**config.mk**
```make
export PLATFORM = sky130hd
export DESIGN_NAME = fetch_sequencer
export DESIGN_NICKNAME = d
export VERILOG_FILES = /design/src/rtl/fetch_sequencer.sv
export SDC_FILE = /design/constraint.sdc
export NUM_CORES = 1
export LEC_CHECK = 0
export ABC_AREA = 0
export CORE_ASPECT_RATIO = 0.75
export CORE_MARGIN = 2
export CORE_UTILIZATION = 37
export DETAILED_ROUTE_END_ITERATION = 10
export PLACE_DENSITY = 0.66
export SLEW_MARGIN = 10
export SYNTH_ARGS = -nofsm -noshare
export SYNTH_HDL_FRONTEND = slang
export SYNTH_SLANG_ARGS = --single-unit
```
**constraint.sdc**
```tcl
create_clock -name clk -period 2 [get_ports clk]
set_clock_uncertainty 0.1 [all_clocks]
set_input_delay 0.2 -clock clk [delete_from_list [all_inputs] [get_ports clk]]
set_output_delay 0.2 -clock clk [all_outputs]
set_load 0.01 [all_outputs]
```
**src/rtl/fetch_sequencer.sv**
```systemverilog
// Program-counter sequencer for the fetch stage: sequential fetch, stall, redirect, call/return via a circular RAS.
// All outputs registered (one-cycle latency); every redirect loads pc_out and pulses flush for one FLUSH cycle.
module fetch_sequencer #(
   parameter int PC_WIDTH   = 19,
   parameter int IMEM_DEPTH = 256,
   parameter int RAS_DEPTH  = 4
) (
   input  logic                clk,
   input  logic                reset,
   input  logic                start,
   input  logic                stall,
   input  logic                redirect_valid,
   input  logic [PC_WIDTH-1:0] redirect_target,
   input  logic                call_valid,
   input  logic [PC_WIDTH-1:0] call_ret_addr,
   input  logic                ret_valid,
   input  logic                halt_req,
   output logic [PC_WIDTH-1:0] pc_out,
   output logic                fetch_en,
   output logic                flush,
   output logic [1:0]          state,
   output logic                halted,
   output logic                ras_overflow,
   output logic                ras_underflow
);

   localparam int SPW = (RAS_DEPTH > 1) ? $clog2(RAS_DEPTH) : 1;
   localparam logic [PC_WIDTH-1:0] ADDR_MASK = PC_WIDTH'(IMEM_DEPTH - 1);

   typedef enum logic [1:0] {
      IDLE  = 2'b00,
      RUN   = 2'b01,
      FLUSH = 2'b10,
      HALT  = 2'b11
   } state_t;

   state_t              state_q, state_d;
   logic [PC_WIDTH-1:0] pc_q, pc_d;
   logic                fetch_en_q, fetch_en_d;
   logic                flush_q, flush_d;
   logic                halted_q, halted_d;
   logic                ovf_q, ovf_d;
   logic                unf_q, unf_d;
   logic [PC_WIDTH-1:0] ras_q [RAS_DEPTH];
   logic [PC_WIDTH-1:0] ras_d [RAS_DEPTH];
   logic [SPW-1:0]      sp_q, sp_d;
   logic [SPW:0]        cnt_q, cnt_d;
   logic [SPW-1:0]      sp_inc, sp_dec;

   always_comb begin
      state_d    = state_q;
      pc_d       = pc_q;
      fetch_en_d = 1'b0;
      flush_d    = 1'b0;
      halted_d   = 1'b0;
      ovf_d      = ovf_q;
      unf_d      = unf_q;
      ras_d      = ras_q;
      sp_d       = sp_q;
      cnt_d      = cnt_q;
      // sp_q is the next write slot; the stack wraps so a full push overwrites the oldest entry
      sp_inc = (sp_q == SPW'(RAS_DEPTH - 1)) ? '0 : sp_q + 1'b1;
      sp_dec = (sp_q == '0) ? SPW'(RAS_DEPTH - 1) : sp_q - 1'b1;

      case (state_q)
         IDLE: begin
            if (start) begin
               state_d    = RUN;
               fetch_en_d = 1'b1;
            end
         end
         HALT: begin
            halted_d = 1'b1;
            if (start) begin
               state_d    = RUN;
               fetch_en_d = 1'b1;
               halted_d   = 1'b0;
            end
         end
         default: begin
            if (halt_req) begin
               state_d  = HALT;
               halted_d = 1'b1;
            end else if (ret_valid) begin
               state_d = FLUSH;
               flush_d = 1'b1;
               if (cnt_q == '0) begin
                  unf_d = 1'b1;
                  pc_d  = '0;
               end else begin
                  pc_d  = ras_q[sp_dec] & ADDR_MASK;
                  sp_d  = sp_dec;
                  cnt_d = cnt_q - 1'b1;
               end
            end else if (call_valid) begin
               state_d      = FLUSH;
               flush_d      = 1'b1;
               pc_d         = redirect_target & ADDR_MASK;
               ras_d[sp_q]  = call_ret_addr & ADDR_MASK;
               sp_d         = sp_inc;
               if (cnt_q == (SPW+1)'(RAS_DEPTH)) ovf_d = 1'b1;
               else                              cnt_d = cnt_q + 1'b1;
            end else if (redirect_valid) begin
               state_d = FLUSH;
               flush_d = 1'b1;
               pc_d    = redirect_target & ADDR_MASK;
            end else if (state_q == FLUSH) begin
               // leaving FLUSH fetches the freshly loaded PC without incrementing
               state_d    = RUN;
               fetch_en_d = 1'b1;
            end else if (!stall) begin
               pc_d       = (pc_q + 1'b1) & ADDR_MASK;
               fetch_en_d = 1'b1;
            end
         end
      endcase
   end

   always_ff @(posedge clk or negedge reset) begin
      if (!reset) begin
         state_q    <= IDLE;
         pc_q       <= '0;
         fetch_en_q <= 1'b0;
         flush_q    <= 1'b0;
         halted_q   <= 1'b0;
         ovf_q      <= 1'b0;
         unf_q      <= 1'b0;
         sp_q       <= '0;
         cnt_q      <= '0;
         for (int i = 0; i < RAS_DEPTH; i++) ras_q[i] <= '0;
      end else begin
         state_q    <= state_d;
         pc_q       <= pc_d;
         fetch_en_q <= fetch_en_d;
         flush_q    <= flush_d;
         halted_q   <= halted_d;
         ovf_q      <= ovf_d;
         unf_q      <= unf_d;
         sp_q       <= sp_d;
         cnt_q      <= cnt_d;
         ras_q      <= ras_d;
      end
   end

   assign pc_out        = pc_q;
   assign fetch_en      = fetch_en_q;
   assign flush         = flush_q;
   assign state         = state_q;
   assign halted        = halted_q;
   assign ras_overflow  = ovf_q;
   assign ras_underflow = unf_q;

endmodule

```
==> out/qor.csv <==
stage;metric;value;unit
finish;fin_area;3540;µm²
clock_tree;clkTransAtPathRegs;0.10;ns
sta;finalMaxSlewViolations;0;
critical_path;worstSetupStartpointType;flop;
global_route;track_usage;15.1;%
finish;num_antenna_cells;0;
finish;syn2layout_area_growth;28.1;%
run;drv_cap;0;
sta;fin_crit_sh;97.0;%
clock_tree;clk_latency;0.31;ns
critical_path;path_max_fanout;6;
clock_tree;clock-sinks;52;
global_route;grt_pass1_vias;1915;
yosys;ys_warn_count;0;
sta;period_needed;1.94;ns
yosys;synth_edf_count;0;
sta;setup_viol;0;
place;hpwl;4360;µm
yosys;synth_area_leader_cell;dfrtp_1;
route;vias;2023;
global_route;antenna_found_initial;0;
global_route;grt_first_pass_wirelength;9850;µm
route;drcViolationCount;0;
route;ant_nets;0;
yosys;avgSynthCellArea;11.8;µm²
critical_path;critPathRequiredTime;2.09;ns
clock_tree;htree_levels;2;
yosys;synth_seq_area_share;47.1;%
route;wl;6030;µm
floorplan;io_pins;72;
sta;rsz0062_at_grt;yes;
yosys;synth_common_cells;dfrtp_1, mux2_2, nor2_1;
yosys;async_flop_share;100;%
yosys;yosysTopAreaCellShare;47.1;%
critical_path;worst-setup-path-type;flop to flop;
critical_path;cpPeakStageDelay;0.49;ns
yosys;synth_ff_type;dfrtp_1;
route;drt_pre_antenna_iters;4;
yosys;synth_area_leaders;dfrtp_1, mux2_2, mux4_2, ha_1, buf_4;
critical_path;crit_family;multiplexers;
power_and_ir_drop;p_leak;1.57;nW
sta;hold_violations;0;
global_route;grt_max_degree;40;
finish;fill_cells;674;
route;wire_per_inst;15.0;µm
place;gp_congestion;0.808;
place;placed_area;3390;µm²
critical_path;slowest_stage;mux4_2;
critical_path;crit_cells;7;
critical_path;worstPathArrival;2.03;ns
clock_tree;cts_tree;done;
power_and_ir_drop;vdd_ir_drop_max;0.676;mV
clock_tree;cts-root-buf;clkbuf_8;
floorplan;die_y;78.8;µm
yosys;synth_cell_types;47;
finish;final_nets;353;
power_and_ir_drop;p_per_area;1430;nW/µm²
sta;max_freq;0.515;GHz
yosys;synthCells;234;
yosys;ys_ff_latch;52;
sta;holdWs;0.223;ns
sta;tns;0;ns
clock_tree;cts_buffers;5;
finish;layout-drive-gt1-share;29.7;%
route;drt-vias-per-instance;5.04;
clock_tree;cts.path.max_buffers;2;
place;dp.cells;391;
critical_path;critPathBufInv;2;
yosys;netlist_area;2760;µm²
global_route;grt_overflow_total;0;
outcome;status;finished clean;
critical_path;reg2regPathDepth;7;
floorplan;fp.dieW;104;µm
floorplan;core;7300;µm²
place;io_buffers;38;
yosys;yosysMostFrequentCell;dfrtp_1;
finish;fin_cells;401;
critical_path;path_cells;inv_2 -> ha_4 -> and2b_4 -> buf_6 -> mux4_2 -> nand2_2 -> a31oi_1;
floorplan;die_area;8180;µm²
floorplan;rows;27;
route;drt-initial-drc-count;69;
hold_path;hold_class;input pin to asynchronous set/reset pin;
critical_path;cp-end-kind;flop;
floorplan;start_util;37.9;%
==> cells by family (layout without fill, tap and decap cells) <==
family / count (synthesis) / after routing / share of synthesized area (%)
xor gates and xnor gates: 3 / 3 / 0.951
and+or+nand+nor: 49 / 49 / 9.47
muxes: 42 / 42 / 19.7
buffers and inverters: 27 / 83 / 5.80
AOI/OAI and AO/OA: 52 / 52 / 13.0
other: 1 / 11 / 0.136
adders and majority gates: 8 / 8 / 3.89
DFF: 52 / 52 / 47.1
==> where the power goes <==
group          total, mW  leakage (nW)  internal (mW)  switching (mW)
registers           1.85         0.648           1.52           0.332
logic               2.56         0.876           1.44            1.12
clock network      0.647        0.0463          0.258           0.389
total               5.05          1.57           3.21            1.84
==> cells in the final DEF (no fill, tap or decap), drive strengths merged, types with 4 or more instances in the layout <==
cell / instances
dfrtp: 52
clkdlybuf4s50: 37
mux2: 32
buf: 29
nor2: 18
nand2: 13
conb: 11
o21ai: 10
a31oi: 10
inv: 8
ha: 7
mux4: 6
clkbuf: 5
mux2i: 4
a21oi: 4
a211o: 4
o211ai: 4
==> sequential cells by signal, indices dropped and copies added (netlist names), 2 cells and up <==
| signal | count |
|---|---|
| ras_q | 32 |
| cnt_q | 3 |
| pc_out | 8 |
| state | 2 |
| sp_q | 2 |
==> final cells by class <==
type	count	area (µm²)	area share [%]
clock inverters	3	27.5	0.778
well taps	101	126	3.57
clock buffers	5	68.8	1.94
flip-flops and latches	52	1300	36.8
inverters	8	30.0	0.849
multi-input cells	165	1370	38.6
repair buffers	67	616	17.4
==> routing by layer <==
metal  vias to the layer above  track usage (%)  wire length (µm)  share of wire [%]
met5                         -                0                 0                  0
met4                         0             3.51                38               0.63
met3                         5             3.28               290                4.8
met2                        63             22.7              2560                 43
met1                       976             22.4              3130                 52
li1                        979                -                 -                  -
==> through the flow <==
step / utilization (%) / setup WS (ns) / power, mW
after floorplan: - / -0.0365 / 3.34
after global placement: 46.5 / -0.0931 / 4.21
after detailed placement: 46.5 / -0.111 / 4.30
after CTS: 48.0 / 0.0179 / 4.98
after global routing: 48.5 / -0.0276 / 5.40
final: 48.5 / 0.0594 / 5.05
==> final timing paths <==
path / start / endpoint / slack, ns
setup / recovery: sp_q[1]$_DFFE_PN0P_ / pc_out[6]$_DFFE_PN0P_ / 0.06
setup reg to reg: sp_q[1]$_DFFE_PN0P_ / pc_out[6]$_DFFE_PN0P_ / 0.06
min in group clk: ras_overflow$_DFFE_PN0P_ / ras_overflow$_DFFE_PN0P_ / 0.38
hold reg to reg: ras_overflow$_DFFE_PN0P_ / ras_overflow$_DFFE_PN0P_ / 0.38
hold / removal: reset / state[1]$_DFFE_PN0P_ / 0.22
max in group asynchronous: reset / sp_q[0]$_DFFE_PN0P_ / 1.05
==> repair_timing <==
action	CTS	global route
resized for setup	5	8
pin swaps	0	2
hold endpoints to repair	13	0
endpoints found under the setup margin	8	10
buffers inserted	0	1
hold buffers	1	0
Power figures use the tool's default switching activity.
==> variant 1, RTL diff (same flow settings) <==
Take the reset off `pc_q` and load it in a clocked block of its own.
--- a/src/rtl/fetch_sequencer.sv
+++ b/src/rtl/fetch_sequencer.sv
@@ -121,3 +121,2 @@
          state_q    <= IDLE;
-         pc_q       <= '0;
          fetch_en_q <= 1'b0;
@@ -132,3 +131,2 @@
          state_q    <= state_d;
-         pc_q       <= pc_d;
          fetch_en_q <= fetch_en_d;
@@ -142,2 +140,6 @@
       end
+   end
+
+   always_ff @(posedge clk) begin
+      pc_q <= pc_d;
    end
Formal check against the unedited RTL: differs if reset is asserted again (counterexample within 4 cycles, from zero or initial values and one cycle with reset low); with reset held inactive, the same outputs for 4 cycles.
==> variant 1 against the original RTL <==
  * Power decreased by 5.1%
  * Sequential cell count stayed put
  * Highest routed layer unchanged
  * Routed wire length down 11%
  * Combinational power decreased by 9.8%
  * Synthesized area decreased by 0.82%
  * Via count decreased by 6.2%
  * First-iteration DRC count fell by 20%
  * Worst setup slack improved by 0.029 ns
  * Final area decreased by 1.7%
  * Worst hold slack improved by 0.081 ns
==> variant 1: results (changes against the original RTL) <==
[finish]
post_route_cells_drive_above_1_share_pct=29.25  ; -0.41 points
nNetsFinal=347  ; -1.7%
fillers=687  ; +1.9%
utilization_pct=47.87  ; -0.62 points

[logic_synthesis]
yosys-top-cells-area=sky130_fd_sc_hd__dfrtp_1 40%, sky130_fd_sc_hd__mux2_2 13%, sky130_fd_sc_hd__edfxtp_1 8.8%, sky130_fd_sc_hd__mux4_2 4.9%, sky130_fd_sc_hd__o21ai_0 3.8%
synth_compound_area_share_pct=10.37  ; -2.6 points
ys_types=41  ; -13%
synth.mux.area_fraction_pct=20.00  ; +0.34 points
synthAdderAreaFrac_pct=3.927  ; +0.032 points
synth.top_cell.area_share_pct=40.18  ; -6.9 points
postSynthAreaPerCell_sq_um=11.66  ; -1.2%
proportion_of_synthesized_chip_area_in_sequential_cells_pct=48.95  ; +1.8 points
synth-xor-area-share_pct=1.279  ; +0.33 points
synth.cells.most_frequent=44 x sky130_fd_sc_hd__dfrtp_1, 32 x sky130_fd_sc_hd__mux2_2, 21 x sky130_fd_sc_hd__o21ai_0

[drt]
route.met3.wl_um=216  ; -26%
routed_wl_um=5394  ; -11%
routed-wl-met2_um=2296  ; -10%
drt-met1-wl_um=2857  ; -8.8%
drt_iter0_drc=55  ; -20%

[critical_path]
cp.arrival_ns=1.87  ; -0.16 ns
peak_fanout_along_the_critical_path=8  ; +2
critical_path.max_stage_delay_ns=0.53  ; +0.04 ns

[placed_design]
dp.cells=386  ; -1.3%
placement.setup.worst_slack_ns=-0.02528  ; +0.08572 ns
placed_cell_area_sq_um=3334  ; -1.7%
place_hpwl_um=4128  ; -5.3%

[power]
sequentialPowerShare_pct=38.8  ; +2.2 points
netSwitchingPower_uw=1643  ; -11%
total_leakage_power_uw=0.001525  ; -2.9%
comb_power_uw=2310  ; -9.8%

[grt]
grt.met1_usage_pct=21.85  ; -0.58 points
grt_pass1_wl_um=9094  ; -7.7%
global_route.usage.met3_pct=3.028  ; -0.26 points
grt_util_overall_pct=14.42  ; -0.71 points
groute.layer.met2.usage_pct=21.55  ; -1.2 points

[status]
run_status=finished clean

## variant 1: cell count changes after synthesis, moves of 5 or more
cell                       before  now
sky130_fd_sc_hd__a21oi_1        4    9
sky130_fd_sc_hd__a31oi_1       10    2
sky130_fd_sc_hd__dfrtp_1       52   44
sky130_fd_sc_hd__edfxtp_1       0    8
sky130_fd_sc_hd__nor3_1         2    8
sky130_fd_sc_hd__o21ai_0       10   21
## variant 1: worst reg2reg max path: stages, from the launching register on
cell and delay (ns):
sky130_fd_sc_hd__dfrtp_1 0.38, sky130_fd_sc_hd__inv_2 0.06, sky130_fd_sc_hd__ha_4 0.16, sky130_fd_sc_hd__nor2b_4 0.11
sky130_fd_sc_hd__buf_8 0.15, sky130_fd_sc_hd__mux4_2 0.53, sky130_fd_sc_hd__nand2_1 0.10, sky130_fd_sc_hd__o21ai_0 0.08
## variant 1: cell type report
cell class	instances	share of cell area (%)
well taps	101	3.634
clock buffers	6	2.375
flip-flops and latches	52	38.58
repair buffers	60	16.19
inverters	9	0.9716
multi-input cells	165	37.86
clock inverters	2	0.3958
## variant 1: path summary, 6_finish.rpt
check                                  start           end  slack (ns)  cells after the start
worst max-delay path                 sp_q[1]     pc_out[5]        0.09                      7
worst min-delay path                   reset      state[0]        0.30                      2
worst max register to register       sp_q[1]     pc_out[5]        0.09                      7
worst min register to register  ras_overflow  ras_overflow        0.38                      1
max in group asynchronous              reset     ras_q[39]        0.99                      3
min in group clk                ras_overflow  ras_overflow        0.38                      1
## variant 1: repair_timing
action,4_1_cts,5_1_grt
endpoints found under the setup margin,9,12
gates cloned,0,0
pin swaps,0,0
endpoints found under the hold margin,20,0
hold buffers,1,0
resized for setup,2,9
==> variant 2, RTL diff (same flow settings) <==
Without the edit above. Set the parameter `RAS_DEPTH` to 8 (it was 4).
--- a/src/rtl/fetch_sequencer.sv
+++ b/src/rtl/fetch_sequencer.sv
@@ -5,3 +5,3 @@
    parameter int IMEM_DEPTH = 256,
-   parameter int RAS_DEPTH  = 4
+   parameter int RAS_DEPTH  = 8
 ) (
Behaviour: no difference found for any inputs over 4 cycles, from zero or initial values and one cycle with reset low; that may be too few to reach the edited logic, so the function may still have changed.
==> variant 2 against the original RTL <==
  * The flow now finishes with violations (setup timing)
  * Worst setup slack worse by 0.14 ns
  * Worst hold slack worse by 0.060 ns
  * Synthesized area up 68%
  * Sequential power up 59%
  * Sequential cell count up 34
  * Power up 110%
  * Sequential share of layout area down 3.3 points
  * Routed wire length up 99%
  * Final area up 82%
  * Critical endpoint is now ras_q[23]
  * Highest routed layer unchanged
==> variant 2: results (changes against the original RTL) <==
[sta]
setup_viol=58  ; +58
fin_hold_ws_ns=0.1631  ; -0.05952 ns
final.setup.tns_ns=-1.976  ; -1.976 ns
timing.final.ws_setup_ns=-0.07808  ; -0.1375 ns

[drt]
drt-vias-per-instance=5.335  ; +5.7%
routed_wl_um=11970  ; +99%
drt_pass1_iterations=4  ; unchanged
drt_iter0_drc=177  ; +160%

[clocking]
clock_insertion_delay_worst_skew_ns=0.34  ; +0.03 ns
cts-htree-levels=3  ; +1
cts.clk_slew.worst_paths_ns=0.06  ; -0.04 ns
clock_root_cell=sky130_fd_sc_hd__clkbuf_16
cts_made_buffers=9  ; +4

[logic_synthesis]
synthAdderAreaFrac_pct=2.849  ; -1.0 points
ys_types=61  ; +30%
synth-xor-area-share_pct=0.7527  ; -0.20 points
synth.cells.most_frequent=86 x sky130_fd_sc_hd__dfrtp_1, 67 x sky130_fd_sc_hd__mux2_2, 22 x sky130_fd_sc_hd__mux2i_1
proportion_of_synthesized_chip_area_in_sequential_cells_pct=46.24  ; -0.86 points
postSynth.asyncResetShare_pct=100.0  ; unchanged
yosys-top-cells-area=sky130_fd_sc_hd__dfrtp_1 46%, sky130_fd_sc_hd__mux2_2 16%, sky130_fd_sc_hd__mux2i_1 4.7%, sky130_fd_sc_hd__ha_1 2.4%, sky130_fd_sc_hd__buf_4 2.3%
ys_warn_count=0  ; unchanged
synth.mux.area_fraction_pct=22.39  ; +2.7 points
synth_compound_area_share_pct=11.96  ; -1.0 points

[critical_path]
worst_r2r_path_depth=8  ; +1
peak_fanout_along_the_critical_path=5  ; -1
critPathLaunch=state[0]
critPathKind=flop to flop
regToRegEndpoint=ras_q[23]

[finish]
largest_register_ffs=64  ; +100%
post_route_cells_drive_above_1_share_pct=40.95  ; +11 points
top_register=ras_q
nNetsFinal=555  ; +57%
num_antenna_cells=0  ; unchanged

[placed_design]
place_hpwl_um=8548  ; +96%
globalplace.congestion=0.8477  ; +5.0%
placement.setup.worst_slack_ns=-0.2732  ; -0.1622 ns
placed_cell_area_sq_um=5843  ; +72%

[min_path]
min-delay-path-class=input port to async pin

[grt]
grt_start_max_net_pins=44  ; +10%
grt_antenna_before_repair=0  ; unchanged
grt_util_overall_pct=18.79  ; +3.7 points
first_global_vias=3668  ; +92%
grt_pass1_wl_um=19630  ; +99%

[power]
total_leakage_power_uw=0.002885  ; +84%
sw_frac_of_total_pct=35.81  ; -0.64 points
peakVddDrop_mv=0.6756  ; about the same

[status]
failed_checks=setup timing
run_status=finished with violations

variant 2: critical path, stage by stage (launching register included):
cell                      delay, ns
sky130_fd_sc_hd__dfrtp_1       0.39
sky130_fd_sc_hd__inv_2         0.08
sky130_fd_sc_hd__ha_4          0.20
sky130_fd_sc_hd__buf_6         0.12
sky130_fd_sc_hd__nor3_4        0.17
sky130_fd_sc_hd__nand3_4       0.18
sky130_fd_sc_hd__nor3_4        0.25
sky130_fd_sc_hd__buf_12        0.17
sky130_fd_sc_hd__mux2_4        0.29
variant 2: timing repair:
| item | 4_1_cts | 5_1_grt |
|---|---|---|
| resized for setup | 24 | 12 |
| hold buffers | 1 | 0 |
| pin swaps | 9 | 9 |
| endpoints found under the hold margin | 57 | 0 |
| buffers inserted | 3 | 9 |
| setup endpoints to repair | 76 | 76 |
variant 2: layout make-up:
class,instances,area [sq um]
multi-input cells,269,2603
clock buffers,12,246.5
clock inverters,3,68.82
flip-flops and latches,86,2153
fillers,1045,5834
well taps,166,207.7
repair buffers,114,1060
inverters,19,88.84
variant 2: per-stage QoR:
stage | std cells | utilization [%]
3_3_place_gp | 641 | 47.65
5_1_grt | 669 | 52.42
4_1_cts | 660 | 51.32
2_1_floorplan | 401 | -
3_5_place_dp | 641 | 47.65
6_report | 669 | 52.42
variant 2: routing by layer:
layer | global-route usage [%] | routed length (um) | up-vias
li1 | - | - | 1659
met1 | 26.23 | 5820 | 1819
met2 | 29.94 | 5496 | 79
met3 | 4.304 | 546 | 12
met4 | 4.828 | 108 | 0
met5 | 0 | 0 | -
variant 2: power groups by stage:
stage,combinational (uW),sequential (uW),clock [uW]
after CTS,5350,2930,1820
final,5780,2950,1770
after detailed placement,5030,2950,0
after global routing,6230,3030,1890
after floorplan,3130,2890,0
after global placement,4910,2900,0
